<file path="src/rtl/muldiv.sv">
// Iterative multiply/divide unit: shift-add multiply and restoring divide over WIDTH cycles,
// followed by a sign-correction phase and a registered commit into HI/LO.
module muldiv #(
    parameter int unsigned WIDTH = 32
) (
    input  logic             clk,
    input  logic             rst,
    input  logic             start,
    input  logic [1:0]       mdop,
    input  logic [WIDTH-1:0] A,
    input  logic [WIDTH-1:0] B,
    input  logic             mthi,
    input  logic             mtlo,
    output logic             busy,
    output logic             done,
    output logic [WIDTH-1:0] hi,
    output logic [WIDTH-1:0] lo
);

    localparam int unsigned CntW = (WIDTH > 1) ? $clog2(WIDTH) : 1;

    typedef enum logic [1:0] {StIdle, StCalc, StSign} state_e;

    state_e            state_q, state_d;
    logic [CntW-1:0]   cnt_q, cnt_d;
    logic [1:0]        op_q, op_d;
    logic              sa_q, sa_d, sb_q, sb_d;
    logic              fin_q, fin_d;
    logic [WIDTH-1:0]  acc_hi_q, acc_hi_d, acc_lo_q, acc_lo_d;
    logic [WIDTH-1:0]  mcand_q, mcand_d, a_raw_q, a_raw_d;
    logic [WIDTH-1:0]  hi_q, hi_d, lo_q, lo_d;
    logic              busy_q, busy_d, done_q, done_d;

    // Operand conditioning at start: magnitudes for signed ops, pass-through for unsigned.
    logic              a_neg, b_neg;
    logic [WIDTH-1:0]  a_abs, b_abs;
    assign a_neg = ~mdop[0] & A[WIDTH-1];
    assign b_neg = ~mdop[0] & B[WIDTH-1];
    assign a_abs = a_neg ? (~A + 1'b1) : A;
    assign b_abs = b_neg ? (~B + 1'b1) : B;

    // Multiply step: add multiplicand when the current multiplier bit is set, then shift right.
    logic [WIDTH:0]    mul_sum, mul_hi;
    assign mul_sum = {1'b0, acc_hi_q} + {1'b0, mcand_q};
    assign mul_hi  = acc_lo_q[0] ? mul_sum : {1'b0, acc_hi_q};

    // Restoring divide step: acc_hi is the remainder, acc_lo shifts dividend out / quotient in.
    logic [WIDTH:0]    div_shift, div_diff;
    logic              no_borrow;
    assign div_shift = {acc_hi_q, acc_lo_q[WIDTH-1]};
    assign div_diff  = div_shift - {1'b0, mcand_q};
    assign no_borrow = ~div_diff[WIDTH];

    logic [2*WIDTH-1:0] prod, prod_fix;
    logic [WIDTH-1:0]   div_hi_fix, div_lo_fix;
    always_comb begin
        prod       = {acc_hi_q, acc_lo_q};
        prod_fix   = (sa_q ^ sb_q) ? (~prod + 1'b1) : prod;
        div_lo_fix = (sa_q ^ sb_q) ? (~acc_lo_q + 1'b1) : acc_lo_q;
        div_hi_fix = sa_q ? (~acc_hi_q + 1'b1) : acc_hi_q;
        if (mcand_q == '0) begin
            div_lo_fix = '1;
            div_hi_fix = a_raw_q;
        end
    end

    always_comb begin
        state_d  = state_q;
        cnt_d    = cnt_q;
        op_d     = op_q;
        sa_d     = sa_q;
        sb_d     = sb_q;
        fin_d    = fin_q;
        acc_hi_d = acc_hi_q;
        acc_lo_d = acc_lo_q;
        mcand_d  = mcand_q;
        a_raw_d  = a_raw_q;
        hi_d     = hi_q;
        lo_d     = lo_q;
        done_d   = 1'b0;

        unique case (state_q)
            StIdle: begin
                if (mthi) hi_d = A;
                if (mtlo) lo_d = A;
                if (start) begin
                    op_d     = mdop;
                    sa_d     = a_neg;
                    sb_d     = b_neg;
                    a_raw_d  = A;
                    acc_hi_d = '0;
                    acc_lo_d = mdop[1] ? a_abs : b_abs;
                    mcand_d  = mdop[1] ? b_abs : a_abs;
                    cnt_d    = CntW'(WIDTH - 1);
                    fin_d    = 1'b0;
                    state_d  = StCalc;
                end
            end
            StCalc: begin
                if (op_q[1]) begin
                    acc_hi_d = no_borrow ? div_diff[WIDTH-1:0] : div_shift[WIDTH-1:0];
                    acc_lo_d = {acc_lo_q[WIDTH-2:0], no_borrow};
                end else begin
                    {acc_hi_d, acc_lo_d} = {mul_hi, acc_lo_q[WIDTH-1:1]};
                end
                cnt_d = cnt_q - 1'b1;
                if (cnt_q == '0) state_d = StSign;
            end
            StSign: begin
                // First cycle applies sign correction, second commits to HI/LO.
                if (!fin_q) begin
                    if (op_q[1]) {acc_hi_d, acc_lo_d} = {div_hi_fix, div_lo_fix};
                    else         {acc_hi_d, acc_lo_d} = prod_fix;
                    fin_d = 1'b1;
                end else begin
                    hi_d    = acc_hi_q;
                    lo_d    = acc_lo_q;
                    done_d  = 1'b1;
                    fin_d   = 1'b0;
                    state_d = StIdle;
                end
            end
            default: state_d = StIdle;
        endcase

        // Busy covers the cycles after the first in-flight edge up to, not including, done.
        busy_d = (state_q != StIdle) && (state_d != StIdle);
    end

    always_ff @(posedge clk or posedge rst) begin
        if (rst) begin
            state_q  <= StIdle;
            cnt_q    <= '0;
            op_q     <= '0;
            sa_q     <= 1'b0;
            sb_q     <= 1'b0;
            fin_q    <= 1'b0;
            acc_hi_q <= '0;
            acc_lo_q <= '0;
            mcand_q  <= '0;
            a_raw_q  <= '0;
            hi_q     <= '0;
            lo_q     <= '0;
            busy_q   <= 1'b0;
            done_q   <= 1'b0;
        end else begin
            state_q  <= state_d;
            cnt_q    <= cnt_d;
            op_q     <= op_d;
            sa_q     <= sa_d;
            sb_q     <= sb_d;
            fin_q    <= fin_d;
            acc_hi_q <= acc_hi_d;
            acc_lo_q <= acc_lo_d;
            mcand_q  <= mcand_d;
            a_raw_q  <= a_raw_d;
            hi_q     <= hi_d;
            lo_q     <= lo_d;
            busy_q   <= busy_d;
            done_q   <= done_d;
        end
    end

    assign busy = busy_q;
    assign done = done_q;
    assign hi   = hi_q;
    assign lo   = lo_q;

endmodule

</file>
<file path="config.mk">
export PLATFORM = sky130hd
export DESIGN_NAME = muldiv
export DESIGN_NICKNAME = d
export VERILOG_FILES = /design/src/rtl/muldiv.sv
export SDC_FILE = /design/constraint.sdc
export NUM_CORES = 1
export LEC_CHECK = 0
export ABC_CLOCK_PERIOD_IN_PS = 11700
export BUFFER_PORTS_ARGS = -buffer_cell sky130_fd_sc_hd__buf_2
export CAP_MARGIN = 5
export CORE_ASPECT_RATIO = 0.5
export CORE_MARGIN = 1.5
export CORE_UTILIZATION = 45
export DETAILED_ROUTE_END_ITERATION = 8
export SLEW_MARGIN = 30
export SYNTH_ARGS = -nofsm -noshare
export SYNTH_HDL_FRONTEND = slang
export SYNTH_SLANG_ARGS = --single-unit
</file>
<file path="constraint.sdc">
create_clock -name clk -period 11.7 [get_ports clk]
set_clock_uncertainty 0.15 [all_clocks]
set_input_delay 1.17 -clock clk [delete_from_list [all_inputs] [get_ports clk]]
set_output_delay 1.17 -clock clk [all_outputs]
set_load 0.01 [all_outputs]
</file>
======== After elaboration in Yosys (flattened, before gate mapping) ========
Index checks and enable logic that the tools add are counted.
word-level totals
  output and inout port bits .............. 66
  bits in read-only memories .............. 0
  memory bits (writable) .................. 0
  latch bits .............................. 0
  bits in registers ....................... 206
  memories ................................ 0
cells by class
  equality and inequality tests ........... 10
  $mul .................................... 0
  shifts and indexed selects .............. 0
  reduce and logical (&&, ||, !) cells .... 16
  divide/modulo/power cells ............... 0
  order comparisons ....................... 0
  bitwise operators ....................... 10
  mux-type cells .......................... 38
  add/sub/neg operators ................... 8
operators by type and width
  cell                   count
  $mux 32                21
  $pmux 32 s3            2
  $add 32x1->32 const B  4
  $not 32->32            4
  $pmux 32 s2            2
  $add 64x1->64 const B  1
  $mux 64                1
  $not 64->64            1
  $add 32x32->33         1
  $mux 33                1
  $sub 33x32->33         1
  $logic_not 32->1       1
  $ne 2x2->1 const B     5
  $pmux 5 s2             1
  $reduce_and 5->1       2
  $reduce_bool 2->1      4
  $mux 2                 3
  $ne 3x3->1 const B     2
  $pmux 2 s3             1
  $reduce_and 2->1       3
  $reduce_and 3->1       2
  $logic_not 5->1        1
  $mux 5                 1
  $sub 5x1->5 const B    1
  other kinds (11)       16

======== Logic depth before layout (Yosys ltp) ========
Gate-level depths: netlist of run 1.
  depth in word-level cells ............... 7
  depth in mapped cells ................... 14

======== Least setup slack after synthesis of run 1 ========
Ideal clock, no wire load.
  kind .................................... input -> register
  start point ............................. input B[12]
  end point ............................... register acc_lo_q[29]
  path buffers ............................ 0
  cell stages on the path ................. 9
  setup slack ............................. 7.796 ns
  data arrival time ....................... 3.620 ns
  required time ........................... 11.415 ns
  setup time .............................. 0.135 ns
  cell sequence ........................... or4_1 > or4_1 > or3_1 > or2_2 > o41ai_1 > xor2_1 > nand3_1 > o31ai_1 > o31ai_1
on the way
  longest elaborated chain between the ends .. 6
RTL lines
  element               line  text
  from (decl)           11    input logic [WIDTH-1:0] B,
  $not 32->32           40    assign b_abs = b_neg ? (~B + 1'b1) : B;
  $add 32x1->32         40
  $mux 32               40
  $mux 32               92    acc_lo_d = mdop[1] ? a_abs : b_abs;
  $mux 32               86    if (start) begin
  $pmux 32 s3           82    unique case (state_q)
  to (signal assigned)  154   acc_lo_q <= acc_lo_d;
  to (decl)             29    logic [WIDTH-1:0] acc_hi_q, acc_hi_d, acc_lo_q, acc_lo_d;
Every way passes these cells. The select of a mux whose other input is x is not followed.
A chain may end at the register's enable or synchronous reset.

======== Final worst setup path of run 1 ========
  start point ............................. register state_q[1]
  end point ............................... register acc_hi_q[26]
on the way
  longest elaborated chain between the ends .. 3
RTL lines
  element                                              line  text
  from (decl)                                          24    state_e state_q, state_d;
  from (signal assigned)                               132   state_q <= StIdle;
  from (signal assigned)                               147   state_q <= state_d;
  $eq 2x2->1 (tied with other cells)                   82
  $ne 4x4->1 (no source line) (tied with other cells)  -
  $reduce_and 5->1 (no source line)                    -
  to (signal assigned)                                 153   acc_hi_q <= acc_hi_d;
  to (decl)                                            29
Parallel ways exist; a longest one is shown, timed or not.

==> results of run 1 <==
synth_stat cells, types with 6 or more instances:
library cell	instances	area [um^2]
buf_2	12	60.1
nor3b_1	6	45.0
nor4_1	32	200
o41ai_1	11	96.3
dfrtp_1	205	5130
a21oi_1	273	1370
a211oi_1	23	173
nand3_1	48	240
mux2i_1	89	891
nand2b_1	13	81.3
buf_1	12	45.0
or2_2	6	37.5
a31oi_1	27	169
o211ai_1	49	368
nand4_1	16	100
or3_1	18	113
nand2_1	203	762
o21ai_0	186	931
o21a_1	17	128
o21bai_1	13	97.6
o31a_1	6	52.6
xnor2_1	84	736
a221o_1	9	90.1
a22oi_1	10	75.1
mux2_2	54	608
and3_1	12	75.1
ha_1	73	913
nor3_1	66	330
a21o_1	37	278
or4_1	20	150
clkbuf_1	147	552
nor2_1	235	882
a221oi_1	10	87.6
o21ai_1	7	35.0
nor2b_1	28	175
and2_1	10	62.6
o31ai_1	27	203
inv_1	73	274
xor2_1	59	517
path summary, 6_finish.rpt:
path,from,to,depth (start not counted)
max,state_q[1],acc_hi_q[26],11
min,a_raw_q[21],a_raw_q[21],1
max reg2reg,state_q[1],acc_hi_q[26],11
min reg2reg,a_raw_q[21],a_raw_q[21],1
max in group asynchronous,rst,acc_hi_q[17],4
min in group asynchronous,rst,acc_lo_q[7],2
layout by cell type, fill, tap and decap left out, types with 7 or more instances in the layout:
cell type,synthesis,layout
buf_2,12,135
mux2i_1,89,89
bufinv_16,0,7
nor2b_1,28,28
and2_1,10,10
dfrtp_1,205,204
a211oi_1,23,23
o211ai_1,49,49
o21bai_1,13,13
nor4_1,32,32
nor3_1,66,64
nand2b_1,13,13
a21oi_1,273,271
xnor2_1,84,84
or3_1,18,18
o41ai_1,11,11
and3_1,12,12
nand3_1,48,48
a22oi_1,10,10
ha_1,73,72
o21a_1,17,17
a31oi_1,27,27
o21ai_0,186,186
a221o_1,9,9
a21o_1,37,37
mux2_2,54,54
xor2_1,59,59
a221oi_1,10,10
buf_4,1,25
o31ai_1,27,26
clkbuf_16,0,23
nand4_1,16,16
nand2_1,203,201
nor2_1,235,232
or4_1,20,20
inv_1,73,72
critical path: stages (launching register included):
cell and delay (ps):
dfrtp_1 420, inv_1 90, ha_1 370, nand2b_1 340
o311ai_1 310, a31oi_1 660, o31a_1 850, nand3_1 470
nor2_1 730, a32o_1 270, nor3_1 50, o211ai_1 80
layer usage:
metal / share of wire / wire, um
met5: 0 / 0
met4: 0.018 / 1250
met3: 0.12 / 8570
met2: 0.40 / 27400
met1: 0.46 / 32000
through the flow:
step                std cells  cell area [um^2]  hold slack [ps]
CTS                      2883             19900              360
finish                   2887             19900              358
global placement         2840             19000              338
floorplan                2324             18000              300
global route             2885             19900              373
detailed placement       2841             19000              346
layout make-up:
| class | instances | area, um^2 | area share |
|---|---|---|---|
| Sequential cell | 205 | 5130 | 0.258 |
| Clock buffer | 27 | 611 | 0.0307 |
| Clock inverter | 15 | 267 | 0.0134 |
| Multi-Input combinational cell | 1868 | 12000 | 0.604 |
| Tap cell | 530 | 663 | 0.0334 |
| Timing Repair Buffer | 161 | 883 | 0.0444 |
| Inverter | 77 | 302 | 0.0152 |
| Antenna cell | 4 | 10.0 | 0.000503 |
registers in the layout (all words and copies together), names as in the netlist, 2 cells and up:
| name | flops |
|---|---|
| hi | 32 |
| cnt_q | 5 |
| lo | 32 |
| mcand_q | 32 |
| a_raw_q | 32 |
| state_q | 2 |
| acc_hi_q | 32 |
| acc_lo_q | 32 |
power groups by stage:
stage	Clock [mW]	Combinational, mW	Sequential, mW
5_1_grt	0.896	4.26	1.67
2_1_floorplan	0	2.87	1.32
3_5_place_dp	0	3.78	1.61
4_1_cts	0.870	3.81	1.60
3_3_place_gp	0	3.78	1.60
6_report	0.863	3.91	1.63
kinds of logic (layout without fill, tap and decap cells):
group,after synthesis,after routing,synth area share
other,0,4,0
XOR/XNOR,143,143,0.0695
AND/OR/NAND/NOR,742,742,0.196
buffers and inverters,251,280,0.0541
adder cells (fa/ha/maj),75,75,0.0529
multiplexers,143,143,0.0831
flip-flops,205,205,0.285
AO/OA/AOI/OAI,765,765,0.260
==> metrics, run 1 <==
status finished clean; Post-CTS Resized 0; P_leak 8.22 nW; Routed WL 69.2 mm; Post-synth EDFFs 0; #FFs+latches synth 205; crit-path max FO 20; Iteration-0 DRC Markers 2,201; unique cell type count in the Yosys netlist 80; H-tree Lvls 1; vias per inst 6.30; Clk Latency, worst-skew pair 560 ps; fin. max-slew vios 0; startpoint types register; CP arrival 5170 ps; PortBufs 136; Layout fillers 3,836; CP endpoint kind register; Sw Share 0.524; vias in the first global route 16,410; Required @ worst endpoint 12,030 ps; chip width 286 um; HPWL after DPL 51.1 mm; Post-CTS Setup Bufs 0; busiest layer in global routing met1; Gate Count Post-Synth 2,324; Post-DRT Antenna Nets 0; grt met1 use 0.492; part of the power in combinational logic 0.610; Core Area 39,200 um^2; # nets final 2,482; Clock Tree Buf Depth 3; Remaining DRCs 0; part of the power in registers 0.255; Pwr per Cell Area 322 nW/um^2; Die H 145 um; clock share of power 0.135; Slew @ Worst Pin 908 ps; Place WS 6420 ps; GR Util met3 0.103; Setup TNS Final 0 ps; Pre-Repair DR Iteration Count 8; Mapped Area 18,000 um^2; f_max 206 MHz; initial core utilization 0.460; initial antenna violation count 8; first-pass GRT wire length 103 mm; TritonCTS clock tree yes; Clock Sinks 205; GPL Wtd Cong 0.987; Clock transition at path regs 70 ps; vias 18,196; CTS Hold Bufs 0; post-synthesis async set-or-reset flop share 1.00; grt met2 use 0.448; worst ir drop on vdd 0.138 mV; die area 41,300 um^2; final worst slack 6850 ps; Max-Cap Viols 0; post-synthesis net count 2,470; GRT Overall Usage 0.327; Synth Warn # 0; flop-to-flop setup slack 6850 ps; Ports 137; unrepaired setup endpoints after global routing false; final core occ 0.507; Inserted Clock Buffers 23; Syn-to-layout area delta 10.3%; Post-Syn Area per Cell 7.76 um^2; Final Power 6.40 mW; Row Count 51; Final Hold Viols 0; wire per inst 24.0 um; ys flop type dfrtp_1; largest net degree at the start of global routing 134; share of layout cells above drive strength 1 0.126; crit path time final 4850 ps; Slew headroom 0.389; Hold Crit Class reg2reg; Setup violations, final 0; P_sw 3.35 mW; Pint 3.05 mW; total congestion overflow 0; Seq/Total Area, Yosys 0.285; WS Path Type reg2reg; Root Buffer clkbuf_16; Final period util 0.414
(Power assumes the default switching activity.)
==> run 2, diff against run 1 <==
--- a/config.mk
+++ b/config.mk
@@ -5,7 +5,7 @@
 export SDC_FILE = /design/constraint.sdc
 export NUM_CORES = 1
 export LEC_CHECK = 0
-export ABC_CLOCK_PERIOD_IN_PS = 11700
+export ABC_CLOCK_PERIOD_IN_PS = 5030
 export BUFFER_PORTS_ARGS = -buffer_cell sky130_fd_sc_hd__buf_2
 export CAP_MARGIN = 5
 export CORE_ASPECT_RATIO = 0.5
==> constraint.sdc (replaced) <==
create_clock -name clk -period 5.03 [get_ports clk]
set_clock_uncertainty 0.15 [all_clocks]
set_input_delay 0.503 -clock clk [delete_from_list [all_inputs] [get_ports clk]]
set_output_delay 0.503 -clock clk [all_outputs]
set_load 0.01 [all_outputs]
==> run 2 against run 1 <==
The run now ends with hold timing left. Routed wire length up 1.3%. Critical endpoint is now acc_hi_q[14]. Utilization about the same. Largest power group unchanged. Clock power up 85%. First-iteration DRC count up 9.6%. Setup slack worse by 6300 ps. Global-route usage up 0.71 points. Via count up 0.87%. Design area about the same. Combinational power up 140%. Critical path depth down 1.
==> metrics, run 2 (synthesis results as in run 1) <==
vias 18,355 (was 18,196); CP Launch Point mcand_q[14] (was state_q[1]); Max-Cap Viols 0 (unchanged); die area 41,300 um^2 (unchanged); unrepaired setup endpoints after global routing false (unchanged); Cell Chain, Critical Path buf_4 -> nor4_1 -> nand4_1 -> nor2_2 -> buf_4 -> clkinv_1 -> o2bb2ai_1 -> a2111oi_1 -> a221oi_1 -> o21ai_0 (was inv_1 -> ha_1 -> nand2b_1 -> o311ai_1 -> a31oi_1 -> o31a_1 -> nand3_1 -> nor2_1 -> a32o_1 -> nor3_1 -> o211ai_1); HPWL after DPL 52.7 mm (was 51.1 mm); Post-CTS Setup Bufs 0 (unchanged); H-tree Lvls 1 (unchanged); fin. max-slew vios 0 (unchanged); Remaining DRCs 0 (unchanged); Clock transition at path regs 70 ps (about the same); Row Count 51 (unchanged); Clock Tree Buf Depth 3 (unchanged); Clock Sinks 205 (unchanged); FF-to-FF End acc_hi_q[14] (was acc_hi_q[26]); # nets final 2,509 (was 2,482); PortBufs 136 (unchanged); Clk Latency, worst-skew pair 550 ps (was 560 ps); TritonCTS clock tree yes (unchanged); WS Path Type reg2reg (unchanged); initial antenna violation count 0 (was 8); slowest stage delay, CP 840 ps (was 850 ps); share of layout cells above drive strength 1 0.133 (was 0.126); CP arrival 4790 ps (was 5170 ps); CTS Hold Bufs 0 (unchanged); CP endpoint kind register (unchanged); first-pass GRT wire length 105 mm (was 103 mm); Required @ worst endpoint 5340 ps (was 12,030 ps); largest net degree at the start of global routing 147 (was 134); Routed WL 70.1 mm (was 69.2 mm); most frequent cells in the layout a21oi_1, nor2_1, dfrtp_1 (unchanged); total congestion overflow 0 (unchanged); Final Power 14.6 mW (was 6.40 mW); vias in the first global route 16,433 (was 16,410); Antenna Cells 0 (was 4); Setup TNS Final 0 ps (unchanged); status finished with violations (was finished clean); Final Hold Viols 4 (was 0); worst ir drop on vdd 0.700 mV (was 0.138 mV); crit path time final 4480 ps (was 4850 ps); P_leak 8.25 nW (was 8.22 nW); Core Area 39,200 um^2 (unchanged); Final period util 0.891 (was 0.414); violated checks hold timing; initial core utilization 0.460 (unchanged); Post-DRT Antenna Nets 0 (unchanged); r2r worst-path depth 10 (was 11); flop-to-flop setup slack 550 ps (was 6850 ps); vias per inst 6.32 (was 6.30); Pre-Repair DR Iteration Count 9 (was 8); Pwr per Cell Area 736 nW/um^2 (was 322 nW/um^2); startpoint types register (unchanged); Slew headroom 0.301 (was 0.389); slowest cell on the critical path nor4_1 (was o31a_1); Slew @ Worst Pin 1030 ps (was 908 ps); Ports 137 (unchanged); Die H 145 um (unchanged); final core occ 0.507 (about the same); Worst R2R Start mcand_q[14] (was state_q[1]); hold_ws -27.3 ps (was 358 ps); f_max 223 MHz (was 206 MHz); Setup violations, final 0 (unchanged); Inserted Clock Buffers 22 (was 23); chip width 286 um (unchanged); Root Buffer clkbuf_16 (unchanged); Hold Crit Class in2async (was reg2reg); Worst path most repeated cell buf_4; Layout fillers 3,908 (was 3,836); Syn-to-layout area delta 10.2% (was 10.3%); Buf+Inv Stages, Crit Path 3 (was 1); crit-path max FO 30 (was 20); GRT Overall Usage 0.334 (was 0.327); Post-CTS Resized 0 (unchanged); Worst path top cell family by delay simple AND/OR/NAND/NOR gates (was compound AO/OA/AOI/OAI gates); wire per inst 24.1 um (was 24.0 um); GPL Wtd Cong 0.991 (was 0.987); Iteration-0 DRC Markers 2,412 (was 2,201); commonest non-fill, non-tap cell in the layout a21oi_1 (unchanged)
==> run 2: changes by cell type in the layout (fill, tap and decap cells not counted), moves of 2 or more <==
cell | before | now
clkinvlp_4 | 2 | 4
inv_6 | 2 | 0
clkbuf_1 | 2 | 4
diode_2 | 4 | 0
bufinv_16 | 7 | 0
buf_4 | 25 | 52
clkbuf_8 | 2 | 4
==> run 2: worst max-delay path by stage <==
| stage | endpoint | slack [ps] | depth (start not counted) |
|---|---|---|---|
| floorplan | acc_hi_q[12] | 1600 | 14 |
| global placement | acc_hi_q[14] | 800 | 10 |
| detailed placement | acc_hi_q[29] | 770 | 12 |
| CTS | acc_hi_q[29] | 770 | 12 |
| global route | acc_hi_q[29] | 400 | 12 |
| finish | acc_hi_q[14] | 550 | 10 |
==> run 2: metal layers <==
metal	global-route usage	vias to the layer above	routed length (um)
met5	0	-	0
met3	0.102	85	8400
met1	0.509	8842	32900
li1	-	8549	-
met4	0.0504	0	1020
met2	0.460	879	27800
==> run 2: report_power, final <==
group | leakage, nW | switching, mW | internal [mW]
logic | 5.46 | 5.82 | 3.55
registers | 2.46 | 1.23 | 2.42
clock network | 0.324 | 0.732 | 0.865
==> run 2: cell type report <==
| type | count | area (um^2) | area share |
|---|---|---|---|
| multi-input combinational | 1868 | 12000 | 0.604 |
| sequential | 205 | 5130 | 0.258 |
| timing repair buffer | 189 | 1100 | 0.0552 |
| tap | 530 | 663 | 0.0334 |
| clock buffer | 30 | 621 | 0.0312 |
| inverter | 77 | 293 | 0.0147 |
| clock inverter | 7 | 57.6 | 0.00290 |
==> run 2: worst min-delay path: stages <==
cell	delay, ps
buf_2	110
clkinvlp_4	80
buf_12	490
==> run 2: metrics by stage <==
stage | worst slack (ps) | std cells | instance area, um^2 | hold WS, ps
2_1_floorplan | 1600 | 2324 | 18000 | 300
3_3_place_gp | 797 | 2869 | 19200 | 331
3_5_place_dp | 773 | 2869 | 19200 | 341
4_1_cts | 769 | 2906 | 19900 | 71.2
5_1_grt | 397 | 2906 | 19900 | 77.3
6_report | 551 | 2906 | 19900 | -27.3
==> run 3, diff against run 2 <==
--- a/config.mk
+++ b/config.mk
@@ -5,6 +5,7 @@
 export SDC_FILE = /design/constraint.sdc
 export NUM_CORES = 1
 export LEC_CHECK = 0
+export ABC_AREA = 1
 export ABC_CLOCK_PERIOD_IN_PS = 5030
 export BUFFER_PORTS_ARGS = -buffer_cell sky130_fd_sc_hd__buf_2
 export CAP_MARGIN = 5
==> run 3 against run 2 <==
The run still ends with hold timing left. Synthesized cell count is 45% higher. Flip-flop and latch count stayed put. Fmax is 10% higher. First-iteration DRC count is 57% higher. Setup slack better by 420 ps. Power is 32% higher. Register-to-register slack better by 420 ps. Routed wire length is 50% higher. Critical path type unchanged. Largest cell class unchanged.
==> metrics, run 3 <==
status finished with violations (unchanged); violated checks hold timing (unchanged); Die H 154 um (was 145 um); startpoint types register (unchanged); unrepaired setup endpoints after global routing false (unchanged); initial core utilization 0.456 (was 0.460); Slew @ Worst Pin 1020 ps (was 1030 ps); hold_ws -7.24 ps (was -27.3 ps); Row Count 55 (was 51); Final period util 0.806 (was 0.891); Place WS 1140 ps (was 773 ps); Final Hold Viols 2 (was 4); vias per inst 6.12 (was 6.32); HPWL after DPL 84.1 mm (was 52.7 mm); Post-Syn Area per Cell 6.13 um^2 (was 7.76 um^2); worst ir drop on vdd 0.380 mV (was 0.700 mV); # nets final 3,569 (was 2,509); initial antenna violation count 9 (was 0); Root Buffer clkbuf_16 (unchanged); synth cell count leaders nand2_1, inv_1, nand3_1 (was a21oi_1, nor2_1, dfrtp_1); unique cell type count in the Yosys netlist 52 (was 80); PortBufs 136 (unchanged); Core Area 45,200 um^2 (was 39,200 um^2); Inserted Clock Buffers 23 (was 22); fin. max-slew vios 0 (unchanged); final worst slack 975 ps (was 551 ps); WS Path Type reg2reg (unchanged); f_max 247 MHz (was 223 MHz); commonest non-fill, non-tap cell in the layout nand2_1 (was a21oi_1); GPL Wtd Cong 1.10 (was 0.991); wire per inst 26.1 um (was 24.1 um); Post-CTS Resized 0 (unchanged); Layout fillers 4,901 (was 3,908); Syn-to-layout area delta 9.07% (was 10.2%); fin cells 4,037 (was 2,906); Gate Count Post-Synth 3,361 (was 2,324); share of layout cells above drive strength 1 0.0839 (was 0.133); leading area contributor after synthesis dfrtp_1 (unchanged); #FFs+latches synth 205 (unchanged); vias in the first global route 22,511 (was 16,433); Seq/Total Area, Yosys 0.249 (was 0.285); chip width 306 um (was 286 um); Mapped Area 20,600 um^2 (was 18,000 um^2); CP arrival 4390 ps (was 4790 ps); crit path time final 4060 ps (was 4480 ps); P_leak 11.4 nW (was 8.25 nW); CTS Hold Bufs 0 (unchanged); most frequent cell after synthesis nand2_1 (was a21oi_1); die area 47,100 um^2 (was 41,300 um^2); post-synthesis net count 3,507 (was 2,470); Synth Warn # 0 (unchanged); post-synthesis async set-or-reset flop share 1.00 (unchanged); largest cells by area after synthesis dfrtp_1, nand2_1, nand3_1 (was dfrtp_1, a21oi_1, o21ai_0); GRT Overall Usage 0.438 (was 0.334); Ports 137 (unchanged); post-synth top area share 0.249 (was 0.285); Clk Latency, worst-skew pair 540 ps (was 550 ps); Routed WL 105 mm (was 70.1 mm); Pwr per Cell Area 860 nW/um^2 (was 736 nW/um^2); Setup violations, final 0 (unchanged); Max-Cap Viols 0 (unchanged); Hold Crit Class in2async (unchanged); Pre-Repair DR Iteration Count 8 (was 9); Required @ worst endpoint 5360 ps (was 5340 ps); Setup TNS Final 0 ps (unchanged); Slew headroom 0.320 (was 0.301); first-pass GRT wire length 152 mm (was 105 mm); TritonCTS clock tree yes (unchanged); Post-synth EDFFs 0 (unchanged); Placed Cells 3,996 (was 2,869); total congestion overflow 0 (unchanged); CP endpoint kind register (unchanged); Clock Sinks 205 (unchanged); Clock Tree Buf Depth 3 (unchanged); vias 24,705 (was 18,355); ys flop type dfrtp_1 (unchanged); Clock transition at path regs 70 ps (about the same); H-tree Lvls 1 (unchanged); crit-path max FO 30 (unchanged); Remaining DRCs 0 (unchanged); most frequent cells in the layout nand2_1, inv_1, nand3_1 (was a21oi_1, nor2_1, dfrtp_1); Iteration-0 DRC Markers 3,787 (was 2,412); Post-CTS Setup Bufs 0 (unchanged); largest net degree at the start of global routing 140 (was 147); Post-DRT Antenna Nets 0 (unchanged)
-- run 3: cell type report --
type | count | area, um^2 | area share
diodes | 5 | 12.5 | 0.000557
clock buffers | 29 | 658 | 0.0293
clock inverters | 7 | 72.6 | 0.00323
inverters | 441 | 1670 | 0.0742
multi-input cells | 2579 | 13200 | 0.588
flip-flops and latches | 205 | 5130 | 0.228
well taps | 598 | 748 | 0.0333
repair buffers | 173 | 975 | 0.0434
-- run 3: per-layer routing --
layer	GRT usage	share of wire	up-vias	routed length, um
met5	0	0.00012	-	13
met4	0.129	0.032	2	3390
met3	0.148	0.15	192	15500
met2	0.619	0.39	1680	41300
met1	0.626	0.43	11715	45000
li1	-	-	11116	-
-- run 3: cells by family (layout without fill, tap and decap cells) --
group                      Yosys count  in the layout  share of synthesized area
adders and majority gates           75             75                     0.0463
buffers and inverters              577            650                      0.110
other                                0              5                          0
xor gates and xnor gates           106            106                     0.0451
AOI/OAI and AO/OA                  596            596                      0.175
DFF                                205            205                      0.249
and+or+nand+nor                   1802           1802                      0.374
-- run 3: worst paths after layout --
path	slack, ps	to	startpoint	cells past startpoint
worst max register to register	970	acc_hi_q[8]	acc_lo_q[31]	20
min in group clk	160	a_raw_q[8]	A[8]	3
max in group asynchronous	3990	acc_lo_q[6]	rst	3
worst min-delay path	-7	mcand_q[30]	rst	3
worst max-delay path	970	acc_hi_q[8]	acc_lo_q[31]	20
worst min register to register	330	lo[25]	lo[25]	1
-- run 3: worst max-delay path, cell delays in order, from the launching register on --
cell	delay [ps]
dfrtp_1	590
inv_1	400
ha_1	360
fa_1	440
inv_1	120
nand2_1	60
nand2_1	70
nand3_1	70
nand2_1	140
nand2_1	80
nand2_2	110
nand2_2	70
nand2_1	80
nand2_1	80
nand2_2	570
nand2_1	100
nand3_1	120
nand3_1	160
nand2_1	110
nand2_1	50
nand2_1	60
-- run 3: power by group --
group          total [mW]  switching [mW]  internal, mW
clock                1.72           0.748         0.970
sequential           3.69            1.25          2.44
combinational        13.9            9.83          4.09
-- run 3: metrics by stage --
stage,hold WS (ps),power [mW],util,cell area (um^2)
3_5_place_dp,324,16.9,0.480,21700
4_1_cts,80.8,18.7,0.497,22500
6_report,-7.24,19.3,0.497,22500
5_1_grt,91.2,20.6,0.497,22500
3_3_place_gp,320,16.9,0.480,21700
2_1_floorplan,298,12.4,-,20600
